[src/rtl/apb_top.sv]
// AHB-Lite to APB bridge: each accepted AHB word transfer becomes one APB transfer.
// pready stretches the AHB data phase; pslverr returns a two-cycle AHB ERROR.
module apb_top #(
  parameter int unsigned ADDR_W = 32,
  parameter int unsigned DATA_W = 32
) (
  input  logic              hclk,
  input  logic              hreset_n,
  input  logic              hsel,
  input  logic [ADDR_W-1:0] haddr,
  input  logic [1:0]        htrans,
  input  logic              hwrite,
  input  logic [2:0]        hsize,
  input  logic [2:0]        hburst,
  input  logic [DATA_W-1:0] hwdata,
  input  logic              hready,
  output logic              hreadyout,
  output logic              hresp,
  output logic [DATA_W-1:0] hrdata,
  output logic [ADDR_W-1:0] paddr,
  output logic              psel,
  output logic              penable,
  output logic              pwrite,
  output logic [DATA_W-1:0] pwdata,
  input  logic [DATA_W-1:0] prdata,
  input  logic              pready,
  input  logic              pslverr
);

  typedef enum logic [2:0] {
    S_IDLE,
    S_SETUP,
    S_ACCESS,
    S_ERR1,
    S_ERR2
  } state_e;

  state_e            state_q, state_d;
  logic [ADDR_W-1:0] addr_q;
  logic              write_q;
  logic [DATA_W-1:0] wdata_q;
  logic [DATA_W-1:0] rdata_q;
  logic              accept_c;
  logic              load_c;
  logic              rd_done_c;

  // Only word transfers exist, so size/burst and the SEQ/NONSEQ distinction carry no information
  logic ctrl_unused;
  assign ctrl_unused = ^{hsize, hburst, htrans[0]};

  assign accept_c  = hsel & hready & htrans[1];
  assign rd_done_c = (state_q == S_ACCESS) & pready & ~pslverr & ~write_q;

  // Next state, APB strobes and AHB response
  always_comb begin
    state_d   = state_q;
    load_c    = 1'b0;
    hreadyout = 1'b1;
    hresp     = 1'b0;
    psel      = 1'b0;
    penable   = 1'b0;
    case (state_q)
      S_IDLE: begin
        if (accept_c) begin
          state_d = S_SETUP;
          load_c  = 1'b1;
        end
      end
      S_SETUP: begin
        psel      = 1'b1;
        hreadyout = 1'b0;
        state_d   = S_ACCESS;
      end
      S_ACCESS: begin
        psel      = 1'b1;
        penable   = 1'b1;
        hreadyout = pready & ~pslverr;
        if (pready) begin
          if (pslverr) begin
            hresp   = 1'b1;
            state_d = S_ERR1;
          end else if (accept_c) begin
            state_d = S_SETUP;
            load_c  = 1'b1;
          end else begin
            state_d = S_IDLE;
          end
        end
      end
      S_ERR1: begin
        hreadyout = 1'b0;
        hresp     = 1'b1;
        state_d   = S_ERR2;
      end
      S_ERR2: begin
        hresp = 1'b1;
        if (accept_c) begin
          state_d = S_SETUP;
          load_c  = 1'b1;
        end else begin
          state_d = S_IDLE;
        end
      end
      default: state_d = S_IDLE;
    endcase
  end

  // State plus address-phase, write-data and read-data capture
  always_ff @(posedge hclk or negedge hreset_n) begin
    if (!hreset_n) begin
      state_q <= S_IDLE;
      addr_q  <= '0;
      write_q <= 1'b0;
      wdata_q <= '0;
      rdata_q <= '0;
    end else begin
      state_q <= state_d;
      if (load_c) begin
        addr_q  <= haddr;
        write_q <= hwrite;
      end
      if (state_q == S_SETUP) wdata_q <= hwdata;
      if (rd_done_c) rdata_q <= prdata;
    end
  end

  assign paddr  = addr_q;
  assign pwrite = write_q;
  // hwdata is only valid in the AHB data phase, so SETUP passes it through before it is captured
  assign pwdata = (state_q == S_SETUP) ? hwdata : wdata_q;
  assign hrdata = rd_done_c ? prdata : rdata_q;

endmodule

[config.mk]
export PLATFORM = sky130hd
export DESIGN_NAME = apb_top
export DESIGN_NICKNAME = d
export VERILOG_FILES = /design/src/rtl/apb_top.sv
export SDC_FILE = /design/constraint.sdc
export NUM_CORES = 1
export LEC_CHECK = 0
export CORE_UTILIZATION = 35
export CTS_CLUSTER_DIAMETER = 120
export DETAILED_ROUTE_END_ITERATION = 10
export MAX_ROUTING_LAYER = met4
export PLACE_DENSITY = 0.83
export SYNTH_ARGS = -nofsm -noshare
export SYNTH_HDL_FRONTEND = slang
export SYNTH_SLANG_ARGS = --single-unit
[constraint.sdc]
create_clock -name hclk -period 2.3 [get_ports hclk]
set_input_delay 0.46 -clock hclk [delete_from_list [all_inputs] [get_ports hclk]]
set_output_delay 0.46 -clock hclk [all_outputs]
set_load 0.01 [all_outputs]
* Word-level counts from Yosys, hierarchy flattened *
Cells that the tools add are included.

operators by class
  equality and inequality tests = 6
  mux-type cells = 17
  bitwise gates (word level) = 8
  reductions and logical operators = 6

operator list
  operator              count
  $mux W32              2
  $pmux W3 S5           1
  $mux W1               8
  $reduce_or A2 Y1      4
  $and A1 B1 Y1         6
  $eq A3 B2 Y1 const B  2
  $mux W3               2
  $pmux W1 S2           3
  $ne A2 B2 Y1 const B  2
  $eq A3 B1 Y1 const B  1
  $eq A3 B3 Y1 const B  1
  $logic_not A3 Y1      1
  $mux W2               1
  $not A1 Y1            2
  $reduce_and A2 Y1     1

storage, ports and cells
  register bits after elaboration = 100
  bits of input ports = 111
  output and inout port bits = 101

* Longest topological paths before layout *
Gate-level depths: netlist of the first run.

  depth after elaboration = 6
  gate-level depth with buffers = 6
  mapped depth without buffers = 3

* Least setup slack after synthesis of the first run *
Ideal clock, no wire load.

  kind = reg-to-output
  start = reg state_q[0]
  end = out hrdata[10]
  arrival = 1.773 ns
  setup slack = 0.067 ns
  cell stages (with the launch flop) = 6
  path buffers = 2
  cells stage by stage = dfrtp_1 > or3b_1 > or3_1 > buf_6 > buf_12 > mux2_4

between the ends
  longest elaborated chain between the ends = 5

RTL lines
  what                        RTL line  RTL
  start: declaration          38        state_e state_q, state_d;
  start signal: assignment    117       state_q <= state_d;
  $eq A3 B2 Y1                52        assign rd_done_c = (state_q == S_ACCESS) & pready & ~pslverr & ~write_q;
  $and A1 B1 Y1 (3 in a row)  52
  $mux W32                    n/a
  end: declaration            19        output logic [DATA_W-1:0] hrdata,

Every way passes these cells.

* Worst setup path after layout of the first run *
  start = reg state_q[0]
  end = out hrdata[23]

The elaborated chain is that of the path after synthesis.

==> key figures, run 1 <==
Route
  • Vias: about 2800
  • Drt total wl: between 10000 and 15000 um
  • Via density: 4.637
  • Drt initial violations: 80
  • DRC Markers: 0
  • First drt pass iteration count: 3
  • Avg WL per Cell: about 17 um
  • Antenna violation net count after detailed routing: 0

Die
  • IO Count: 212
  • Die width: ~110 um
  • Die area: between 10000 and 15000 sq um
  • FP Rows: 38
  • Die height: between 100 and 150 um
  • Core area: 10940 sq um
  • Initial core utilization: between 30% and 40%

Power
  • Leakage power total: roughly 3.1 nW
  • Total Power: about 9 mW
  • PD cells: 1306 nW/um^2
  • Maximum vdd drop: 0.0009882 V

Worst hold path
  • Hold Crit Class: flip-flop to flip-flop
  • Worst Hold Depth: 1

STA
  • Final hold violation count: 0
  • Min Tclk post-route: 2.683 ns
  • Rel. slew slack: 70.68%
  • # setup viols final: 63
  • Worst Tran Pin Value: 0.4398 ns
  • Slew Viols, Final: 0
  • RSZ-0062 raised after global routing: yes
  • Final WS setup: -0.3831 ns
  • Hold Slack: just under 0.5 ns
  • Clock skew: between 0.006 and 0.007 ns
  • Period utilization: 116.7%
  • Fmax: ~0.37 GHz

Layout
  • Most frequent cells in the layout: clkdlybuf4s50_1, dfrtp_1, mux2_2
  • NumNets Final: between 500 and 600
  • Commonest non-fill, non-tap cell in the layout: clkdlybuf4s50_1
  • N_diodes: 0
  • Share of layout cells above drive strength 1: 39.87%
  • Area Growth Syn to Fin: 71.32%
  • Fill count: about 850
  • Final core occ: 62.25%

Logic synthesis
  • Post-Syn Area: between 3000 and 4000 sq um
  • Synth cell types: 23
  • Post-synthesis sequential area ratio: about 63%
  • Cell count after synthesis: about 230
  • #FFs+latches synth: 100
  • Ys Warns: 0
  • Post-Syn Nets: 340
  • Syn avg cell area: ~17 sq um

Setup path
  • Slowest-stage cell, CP: or3_4
  • Crit end category: primary output
  • Critical Path RT: around 1.8 ns
  • CP Launch Type: flip-flop
  • Worst-path fanout max: 8
  • Critical-path cell list: or3b_1 > or3_4 > buf_12 > mux2_4 > buf_6
  • Worst R2R Path Depth: 5
  • Crit Path Category: flip-flop to primary output
  • Largest stage delay on the critical path: between 0.4 and 0.5 ns
  • Worst Path Arrival: 2.22 ns

Clock tree
  • CTS tree: yes
  • Root Driver: clkbuf_16
  • CTS Sinks: 100
  • Total CTS buffers: 9
  • Clock tree buffer depth: 2
  • Worst-skew pair later-pin latency: roughly 0.34 ns
  • CTS HTree Levels: 3
  • Reg clk slew, reported paths: approximately 0.06 ns

GRT
  • Vias in the first global route: just over 3000
  • Total GRT Usage: between 10% and 20%
  • Overflow after GRT: 0
  • Pin count of the biggest net entering global routing: between 80 and 90
  • Initial antenna violation count: 0
  • First-pass GRT wire length: between 15000 and 20000 um

Placed design
  • DPL Wire Length: between 7000 and 8000 um
  • Port buffer count: around 200
  • Gp weighted congestion: roughly 0.71
  • DP Worst Slack: -0.7270 ns

Flow run
  • Max-cap violations: 0

Run status
  • Run status: finished with violations
  • Failing checks: setup timing
-- kinds of logic (layout without fill, tap and decap cells) --
group	Yosys count	count (layout)	share of synthesized area, %
DFF	100	100	62.97
muxes	97	97	30.32
and+or+nand+nor	13	13	2.110
buffers and inverters	13	258	3.212
AOI/OAI and AO/OA	6	6	1.386
-- through the flow --
step / setup TNS (ns) / area [sq um] / cells
finish: -17.84 / 6808 / 614
global route: -22.58 / 6808 / 614
CTS: -20.25 / 6725 / 610
detailed placement: -31.98 / 6223 / 575
global placement: -30.86 / 6223 / 575
floorplan: 0 / 3974 / 229
-- synthesized netlist by cell type (all sizes together) --
library cell,number,area (sq um)
buf,11,120.1
inv,2,7.510
mux2,97,1205
or3,1,6.260
or3b,2,17.52
nand2b,2,12.51
dfrtp,100,2502
nor3,1,10.01
a21o,1,7.510
or2,1,6.260
or2b,2,15.01
nand2,1,3.750
o2bb2ai,1,8.760
a211oi,1,20.02
nor2,2,7.510
nand3,1,5.000
a21oi,2,10.01
a221oi,1,8.760
-- critical path: cells and delay by family, from the launching register on --
| kind | cells | cell delay, ns |
|---|---|---|
| muxes | 1 | 0.31 |
| buffers and inverters | 2 | 0.31 |
| DFF | 1 | 0.37 |
| and+or+nand+nor | 2 | 0.88 |
-- report_power, final --
part	internal [mW]	switching, mW
Clock	0.833	0.615
Combinational	2.83	1.69
Sequential	2.62	0.302
Total	6.28	2.61
-- final timing paths --
| check | startpoint | to | slack [ns] |
|---|---|---|---|
| min | wdata_q[22] | wdata_q[22] | 0.49 |
| max in group asynchronous | hreset_n | wdata_q[18] | 1.03 |
| max reg2reg | state_q[2] | paddr[19] | 0.26 |
| min reg2reg | wdata_q[22] | wdata_q[22] | 0.49 |
| min in group asynchronous | hreset_n | rdata_q[17] | 0.54 |
| max | state_q[0] | hrdata[23] | -0.38 |
-- cell type report --
cell class	count	area [sq um]	area share (%)
multi-input cells	116	1370	20.12
inverters	2	7.507	0.1103
well taps	140	175.2	2.573
clock inverters	2	37.54	0.5514
flip-flops and latches	100	2502	36.76
repair buffers	242	2479	36.41
clock buffers	12	236.5	3.474
-- flip-flops by register name, summed over array words and instances (netlist names) --
| signal | flops |
|---|---|
| paddr | 32 |
| rdata_q | 32 |
| wdata_q | 32 |
| state_q | 3 |
| pwrite | 1 |
-- layer usage --
layer	part of all wire (%)	wire, um	global-route usage [%]
met1	38	3891	18.73
met2	54	5553	31.83
met3	7.4	765	5.546
met4	1.5	154	7.046
met5	0	0	-
-- timing repair --
| action | 4_1_cts | 5_1_grt |
|---|---|---|
| setup buffers | 17 | 3 |
| endpoints found under the setup margin | 68 | 66 |
| pin swaps | 2 | 3 |
| hold endpoints to repair | 20 | 0 |
| cloned | 3 | 2 |
| resized for setup | 205 | 8 |
| hold buffers | 1 | 0 |
Note: power is estimated with default switching activity, not from simulation.
==> inputs of run 2 (changes only) <==
- CORE_UTILIZATION: 35 -> 30
- PLACE_DENSITY: 0.83 -> 0.74
==> run 2 against run 1 <==
  * The flow still finishes with violations (setup timing)
  * Utilization shrank 6.8 points
  * Largest cell class is now buffers
  * Worst setup slack better by 0.043 ns
  * Cell count increased by 6.7%
  * Largest power group unchanged
  * Combinational power rose by 14%
==> key figures, run 2 (synthesis results as in run 1) <==
Placed design
  • DPL Wire Length: between 6000 and 7000 um
  • Port buffer count: between 200 and 250
  • DP Worst Slack: -0.7251 ns
  • Gp weighted congestion: about 0.7

Clock tree
  • Root Driver: clkbuf_16
  • Clock tree buffer depth: 2
  • Worst-skew pair later-pin latency: between 0.3 and 0.4 ns
  • Total CTS buffers: 9
  • CTS tree: yes
  • CTS Sinks: 100
  • Reg clk slew, reported paths: approximately 0.06 ns
  • CTS Hold Bufs: 0
  • CTS HTree Levels: 3

STA
  • Fmax: approximately 0.38 GHz
  • Min Tclk post-route: 2.640 ns
  • Worst Tran Pin Value: roughly 0.37 ns
  • Clock skew: between 0.006 and 0.007 ns
  • RSZ-0062 raised after global routing: yes
  • TNS Setup: -11.51 ns
  • Slew Viols, Final: 0
  • # setup viols final: 61
  • Final WS setup: -0.3397 ns
  • Final hold violation count: 0
  • Rel. slew slack: between 70% and 80%
  • Period utilization: 114.8%

Die
  • FP Rows: a little over 40
  • Core area: approximately 13000 sq um
  • Die height: 117.1 um
  • Initial core utilization: roughly 31%
  • Die area: 13710 sq um
  • IO Count: around 210
  • Die width: approximately 120 um

GRT
  • Overflow after GRT: 0
  • Vias in the first global route: between 3000 and 4000
  • Total GRT Usage: roughly 16%
  • Pin count of the biggest net entering global routing: a little under 50
  • Initial antenna violation count: 0
  • First-pass GRT wire length: about 16000 um

Layout
  • Most frequent cells in the layout: clkdlybuf4s50_1, dfrtp_1, buf_6
  • Share of layout cells above drive strength 1: a little under half
  • Area Growth Syn to Fin: 78.34%
  • Fill count: about 1000
  • Storage cell area: ~2500 sq um
  • Commonest non-fill, non-tap cell in the layout: clkdlybuf4s50_1
  • NumNets Final: 589
  • N_diodes: 0
  • Multi-input combinational cell area: about 1500 sq um

Setup path
  • Slowest-stage cell, CP: or3_4
  • FF-to-FF setup slack: 0.18 ns
  • R2R Path End: paddr[22]
  • Critical Path RT: ~1.8 ns
  • Crit Path Category: flip-flop to primary output
  • Worst-path fanout max: 8
  • Worst R2R Path Depth: 5
  • CP Launch Type: flip-flop
  • Critical-path cell list: or3b_1 > or3_4 > buf_16 > mux2_4 > buf_6
  • Worst Path Arrival: between 2 and 2.5 ns
  • Crit Reg-Reg Startpoint: state_q[2]
  • Crit end category: primary output
  • Largest stage delay on the critical path: between 0.4 and 0.5 ns

Worst hold path
  • Hold Crit Class: primary input to async pin

Run status
  • Run status: finished with violations
  • Failing checks: setup timing

Route
  • Antenna violation net count after detailed routing: 0
  • Vias: roughly 2800
  • Drt total wl: about 11000 um
  • DRC Markers: 0
  • Via density: between 4 and 5
  • First drt pass iteration count: 4
  • Drt initial violations: 122
  • Avg WL per Cell: between 15 and 20 um

Power
  • Leakage power total: around 3.3 nW
  • Maximum vdd drop: 0.0008309 V
  • PD cells: 1349 nW/um^2

Flow run
  • Max-cap violations: 0
[run 2: area by class of cell]
class,count,share of cell area [%]
Timing Repair Buffer,249,36.55
Tap cell,172,3.037
Inverter,2,0.1412
Sequential cell,100,35.31
Clock buffer,16,4.255
Multi-Input combinational cell,116,20.71
[run 2: routing by layer]
metal / GRT usage, % / share of wire [%] / up-vias
met5: - / 0 / -
met1: 18.05 / 41 / 1397
li1: - / - / 1296
met4: 3.797 / 0.76 / 0
met2: 27.53 / 50 / 123
met3: 6.334 / 8.0 / 9
[run 2: repair_timing]
action                     CTS  global route
gates cloned                 4             0
setup endpoints to repair   68            66
buffers inserted            22             6
pin swaps                    3             1
resized for setup          373             2
[run 2: worst max path at each step]
stage	from	to	slack [ns]	depth (start not counted)
floorplan	state_q[0]	hrdata[10]	0.07	5
global placement	pslverr	hrdata[12]	-0.71	6
detailed placement	pslverr	hrdata[22]	-0.73	6
CTS	state_q[2]	hrdata[22]	-0.37	5
global route	state_q[2]	hrdata[19]	-0.42	5
finish	state_q[0]	hrdata[19]	-0.34	5
[run 2: where the power goes]
group          switching [mW]  internal, mW
Sequential              0.310          2.63
Clock                   0.616         0.883
Combinational            1.84          3.28
Total                    2.77          6.79
[run 2: stage by stage]
step	std cells	power, mW	utilization, %	area, sq um	hold slack [ns]
2_1_floorplan	229	4.849	-	3974	0.1644
3_3_place_gp	609	7.191	49.15	6279	0.3958
3_5_place_dp	609	7.288	49.15	6279	0.3947
4_1_cts	651	9.576	55.21	7052	0.02241
5_1_grt	655	10.11	55.48	7087	0.02475
6_report	655	9.559	55.48	7087	0.03141
[run 2: worst max-delay path, delay by kind of cell, from the launching register on]
family,cells,cell delay [ns]
buffers and inverters,2,0.32
flip-flops,1,0.37
multiplexers,1,0.31
AND/OR/NAND/NOR,2,0.83
